$ cat src/rtl/load_store_unit.sv
// In-order load/store front end for the PE data memory: request FIFO feeding the
// memory ports, with a single registered load-response slot on a valid/ready port.
module load_store_unit #(
  parameter int DATA_W = 256,
  parameter int ADDR_W = 10,
  parameter int DEPTH  = 4
) (
  input  logic                       clk,
  input  logic                       rst,
  input  logic                       req_valid,
  output logic                       req_ready,
  input  logic                       req_we,
  input  logic [ADDR_W-1:0]          req_addr,
  input  logic [DATA_W-1:0]          req_wdata,
  output logic                       rsp_valid,
  input  logic                       rsp_ready,
  output logic [DATA_W-1:0]          rsp_rdata,
  output logic                       mem_we,
  output logic [ADDR_W-1:0]          mem_a,
  output logic [DATA_W-1:0]          mem_wd,
  input  logic [DATA_W-1:0]          mem_rd,
  output logic [$clog2(DEPTH+1)-1:0] pending
);

  // Handshake: a transfer happens on a rising edge where valid && ready are both
  // high; valid never depends on ready, and a full FIFO refuses even if it pops.
  localparam int PTR_W = (DEPTH > 1) ? $clog2(DEPTH) : 1;
  localparam int CNT_W = $clog2(DEPTH + 1);

  typedef enum logic [1:0] {
    HD_EMPTY,
    HD_STORE,
    HD_LOAD_GO,
    HD_LOAD_STALL
  } head_e;

  logic              q_we    [DEPTH];
  logic [ADDR_W-1:0] q_addr  [DEPTH];
  logic [DATA_W-1:0] q_wdata [DEPTH];

  logic [PTR_W-1:0] wr_ptr, rd_ptr;
  logic [CNT_W-1:0] count;
  logic             full, empty, push, pop;
  head_e            head;

  assign full      = (count == CNT_W'(DEPTH));
  assign empty     = (count == '0);
  assign req_ready = !full;
  assign push      = req_valid && !full;
  assign pending   = count;

  always_comb begin
    head = HD_EMPTY;
    if (!empty) begin
      if (q_we[rd_ptr])                  head = HD_STORE;
      else if (!rsp_valid || rsp_ready)  head = HD_LOAD_GO;
      else                               head = HD_LOAD_STALL;
    end
  end

  // A stalled load keeps its address on the bus; younger entries wait behind it.
  always_comb begin
    mem_we = 1'b0;
    mem_a  = '0;
    mem_wd = '0;
    pop    = 1'b0;
    unique case (head)
      HD_STORE: begin
        mem_we = rst;
        mem_a  = q_addr[rd_ptr];
        mem_wd = q_wdata[rd_ptr];
        pop    = 1'b1;
      end
      HD_LOAD_GO: begin
        mem_a = q_addr[rd_ptr];
        pop   = 1'b1;
      end
      HD_LOAD_STALL: begin
        mem_a = q_addr[rd_ptr];
      end
      default: ;
    endcase
  end

  always_ff @(posedge clk) begin
    if (push) begin
      q_we[wr_ptr]    <= req_we;
      q_addr[wr_ptr]  <= req_addr;
      q_wdata[wr_ptr] <= req_wdata;
    end
  end

  always_ff @(posedge clk) begin
    if (!rst) begin
      wr_ptr    <= '0;
      rd_ptr    <= '0;
      count     <= '0;
      rsp_valid <= 1'b0;
      rsp_rdata <= '0;
    end else begin
      if (push) wr_ptr <= wr_ptr + PTR_W'(1);
      if (pop)  rd_ptr <= rd_ptr + PTR_W'(1);
      unique case ({push, pop})
        2'b10:   count <= count + CNT_W'(1);
        2'b01:   count <= count - CNT_W'(1);
        default: count <= count;
      endcase
      // A load leaving the FIFO overwrites the slot; otherwise a consumed response empties it.
      if (head == HD_LOAD_GO) begin
        rsp_valid <= 1'b1;
        rsp_rdata <= mem_rd;
      end else if (rsp_ready) begin
        rsp_valid <= 1'b0;
      end
    end
  end

endmodule

$ cat config.mk
export PLATFORM = sky130hd
export DESIGN_NAME = load_store_unit
export DESIGN_NICKNAME = d
export VERILOG_FILES = /design/src/rtl/load_store_unit.sv
export SDC_FILE = /design/constraint.sdc
export NUM_CORES = 1
export LEC_CHECK = 0
export CORE_AREA = 2 2 415 417
export DETAILED_ROUTE_END_ITERATION = 6
export DIE_AREA = 0 0 417 419
export DONT_BUFFER_PORTS = 1
export GPL_TIMING_DRIVEN = 0
export SETUP_SLACK_MARGIN = 0.5
export SLEW_MARGIN = 10
export SYNTH_ARGS = -nofsm -noshare
export SYNTH_HDL_FRONTEND = slang
export SYNTH_SLANG_ARGS = --single-unit
$ cat constraint.sdc
create_clock -name clk -period 26.9 [get_ports clk]
set_input_delay 5.38 -clock clk [delete_from_list [all_inputs] [get_ports clk]]
set_output_delay 5.38 -clock clk [all_outputs]
set_load 0.005 [all_outputs]
==> results.md <==
- The number of global-route vias before repair is 24331.
- The pin count of the biggest net entering global routing is 51.
- The relative slew slack is about 28%.
- The routability congestion estimate is around 0.87.
- For this run, the total global-route usage over all layers was measured as 16.3%.
- The part of the cycle the worst path needs is 49.5%.
- The part of the power in combinational logic is 23.2%.
- The critical path's largest stage delay is approximately 0.8 ns.
- Clock-pin slew was measured on the worst setup and hold paths at 0.05 ns.
- Of the cells placed in the final design, the portion with a size suffix greater than 1 is between 20% and 30%.
- The critical path goes through nor2b_1, nor2_1, nor2_1, ha_1, clkbuf_1, clkbuf_1, and2_1.
- The master of the slowest instance on the critical path is sky130_fd_sc_hd__clkbuf_1.
- The filler cell count in the final layout is around 16000.
- The number of buffer and inverter instances along the worst setup path is 2.
- In this run, CTS created clock tree buffers numbering ~140.
- Detailed placement finished with a half-perimeter wire length of around 110 mm.
- The post-route clock skew is around 0.032 ns.
- Counting tap cells, the placed design contains a total of between 4000 and 5000 instances.
- The fraction of the yosys area taken by sequential cells is between 70% and 80%.
- The first detailed-routing pass took 5 iterations.
- Of the total power, the share spent switching nets is ~30%.
- Counting every net in the synthesized netlist gives just over 3000.
- The total clock sinks is roughly 1300.
- The fraction of power consumed by sequential logic is ~45%.
- The commonest non-fill, non-tap cell in the layout is sky130_fd_sc_hd__edfxtp_1.
- The die extent in y is about 420 um.
- In the global route stage, met1 resource usage came out at between 10% and 20%.
- The sequential cell area is about 37000 um^2.
- The number of gates resized after CTS is 0.
- The number of antenna violations at the first check in global routing is 30.
- The clock period minus worst slack is 13.32 ns.
- The clock tree from TritonCTS is done.
- In this run the standard cell core region covers between 150000 and 200000 um^2.
- The required time reported for the critical path endpoint is ~22 ns.
- The top fanout value on the critical path is 10.
- The area growth from synthesis to layout is 15.9%.
- Setup repair after global routing left no endpoint under its margin.
- Setup violations remaining at the end of the flow were counted as 0.
- The data arrival time of the critical path is a little under 8 ns.
- After detailed routing, the number of remaining DRC violations is 0.
- The routed length per instance is roughly 29 um.
- The number of hold violations in the final report is 0.
- Summed over all failing endpoints, the final setup total negative slack is 0 ns.
- The synthesized design contains 1334 register bits.
- The detailed router finished its first iteration with roughly 1900 violations.
- The maximum level of the CTS H-tree is 4.
- Of all flip-flops after synthesis, the portion carrying an async set or reset was 0%.
- The first global-routing pass estimated roughly 200 mm of wire.
- In the global route stage, met3 resource usage came out at 6.18%.
- The synthesized area per cell is 19.6 um^2.
- In the post-synthesis netlist, the biggest area contributors are sky130_fd_sc_hd__edfxtp_1 64%, sky130_fd_sc_hd__mux4_2 12%, sky130_fd_sc_hd__dfxtp_1 11%.
- The slew at the pin closest to its max-slew limit is approximately 1.1 ns.
- The number of buffers between clock root and the deepest sink is 3.
- VDD sags by at most about 0.000065 V.
- OpenSTA, run right after detailed placement, puts the worst setup slack at 13.18 ns.
- The power per cell area is between 100 and 150 nW/um^2.
- Buffers inserted to repair hold after CTS numbered 0.
- In this run the worst hold path is classified as flop to flop.
- The number of port buffers is 0.
- The setup fix buffers added after clock tree synthesis is 0.
- The slack of the critical path is 13.58 ns.
- The nature of the critical path startpoint is an input pin.
- The library cells used most frequently in the layout, excluding fill and tap cells, are 1068 x sky130_fd_sc_hd__edfxtp_1, 267 x sky130_fd_sc_hd__nor2b_1, 267 x sky130_fd_sc_hd__mux4_2.
- The finished layout holds 5113 standard cells, fillers aside.
- The library cell with the largest summed area after synthesis is sky130_fd_sc_hd__edfxtp_1.
- The root buffer cell chosen for the clock tree is sky130_fd_sc_hd__clkbuf_16.
- The routed layout has roughly 24000 vias.
- The die outline area is roughly 170000 um^2.
- In the final design database the tool counted around 3300 nets.
- The kind of cell with the highest combined delay along the critical path is buffers and inverters.
- The Yosys warning count is 0.
- The number of top-level design ports is 1055.
- The net switching component of the power is about 0.0018 W.
- Synthesis produced a netlist whose cell count is about 2600.
- The area of the mapped netlist is between 50000 and 60000 um^2.
- The count of cell types in the netlist is 25.
- In this run the core area contains about 150 standard-cell rows.
- The area fraction of the dominant cell type after synthesis is a little under two thirds.
- The flow ran to the end, and the final reports show no timing, DRC or antenna violations.
- The clock reaches the later pin of the worst-skew pair after between 0.7 and 0.8 ns.
- Based on the critical path, the design can be clocked at up to 75.1 MHz.
- The layer flagged by global routing as most heavily used is met2.
- For this design the static power due to leakage is 18.4 nW.
- For this run the aggregate overflow at the end of global routing stands at 0.
- From left edge to right edge, the die measures 417 um.
- The area taken by multi-input logic gates is roughly 12000 um^2.
- The cell-internal power is between 0.004 and 0.005 W.
- The total wire length is about 150 mm.
- The register-to-register setup slack is 22.59 ns.
- The share of power burned in the clock network is around a third.
- The category of the most critical setup path is input pin to output port.
- The vias per cell is around 4.7.
- The starting density of the core is approximately 30%.
- The prevailing post-synth register cell is sky130_fd_sc_hd__edfxtp_1.
- The remaining number of nets flagged by the antenna check after routing is 0.
- The number of max-slew violations in the final report is 0.
- The kind of end point of the critical path is an output port.
- Across the run, the number of max-cap violations was 0.
- The count of flip-flops with a built-in enable after synthesis is 1068.
- In the global route stage, met2 resource usage came out at approximately 28%.
[worst min-delay path: stages, from the launching register on]
cell                      delay, ns
sky130_fd_sc_hd__dfxtp_1       0.34
sky130_fd_sc_hd__nand2_1       0.06
sky130_fd_sc_hd__mux2i_1       0.05
[registers in the layout, summed over array words and instances (netlist names), named ones only]
signal and cells:
wr_ptr 2, rsp_valid 1, q_wdata 1024, rd_ptr 2, q_we 4, q_addr 40
pending 3, rsp_rdata 256
[logic make-up (layout without fill, tap and decap cells)]
family                     after synthesis  after routing  share of synthesized area, %
AOI/OAI and AO/OA                        5              5                        0.0645
xor gates and xnor gates                 4              4                        0.0695
adders and majority gates                9              9                         0.238
buffers and inverters                  154            438                          1.70
DFF                                   1334           1334                          74.1
muxes                                  525            525                          17.0
other                                    0             18                             0
and+or+nand+nor                        547            547                          6.73
[through the flow]
| stage | cell area [um^2] | hold WS [ns] | power (W) | util (%) |
|---|---|---|---|---|
| final | 58400 | 0.506 | 0.00592 | 34.3 |
| after global routing | 58400 | 0.526 | 0.00617 | 34.3 |
| after CTS | 58400 | 0.506 | 0.00601 | 34.2 |
| after detailed placement | 53900 | 0.499 | 0.00409 | 31.6 |
| after global placement | 53200 | 0.485 | 0.00414 | 31.2 |
| after floorplan | 50400 | 0.468 | 0.00359 | - |
[synthesized netlist by cell type (3+ instances only)]
master,instances
sky130_fd_sc_hd__edfxtp_1,1068
sky130_fd_sc_hd__buf_2,56
sky130_fd_sc_hd__mux2i_1,258
sky130_fd_sc_hd__buf_6,25
sky130_fd_sc_hd__dfxtp_1,266
sky130_fd_sc_hd__mux4_2,267
sky130_fd_sc_hd__nor2b_1,267
sky130_fd_sc_hd__nand2_1,7
sky130_fd_sc_hd__nor2_1,3
sky130_fd_sc_hd__ha_1,8
sky130_fd_sc_hd__and2_1,266
sky130_fd_sc_hd__inv_1,7
sky130_fd_sc_hd__clkbuf_1,64
[layout make-up]
cell class                 count  area share, %
antenna                       18         0.0771
buffer                       147           1.43
clock buffer                 184           6.49
clock inverter                76           1.27
inverter                       7         0.0450
multi-input combinational   1090           20.9
sequential                  1334           64.0
tap                         2233           4.78
timing repair buffer          24           1.08
[layer usage]
layer,part of all wire (%),wire [um]
met1,33,48700
met5,0.057,84
met4,6.2,9110
met2,52,77500
met3,8.5,12600
[power groups by stage]
| stage | clock (W) | sequential (W) | combinational [W] |
|---|---|---|---|
| 6_report | 0.00191 | 0.00264 | 0.00137 |
| 5_1_grt | 0.00204 | 0.00265 | 0.00148 |
| 3_5_place_dp | 0 | 0.00268 | 0.00141 |
| 4_1_cts | 0.00196 | 0.00264 | 0.00141 |
| 3_3_place_gp | 0 | 0.00277 | 0.00137 |
| 2_1_floorplan | 0 | 0.00264 | 0.000956 |
[worst paths after layout]
kind | start | to | cells past startpoint
setup / recovery | rsp_ready | mem_wd[130] | 7
hold / removal | wr_ptr[0]$_SDFFE_PN0P_ | wr_ptr[0]$_SDFFE_PN0P_ | 2
setup reg to reg | flop | rsp_rdata[176]$_SDFFE_PN0P_ | 11
hold reg to reg | wr_ptr[0]$_SDFFE_PN0P_ | wr_ptr[0]$_SDFFE_PN0P_ | 2
Power figures use the tool's default switching activity.
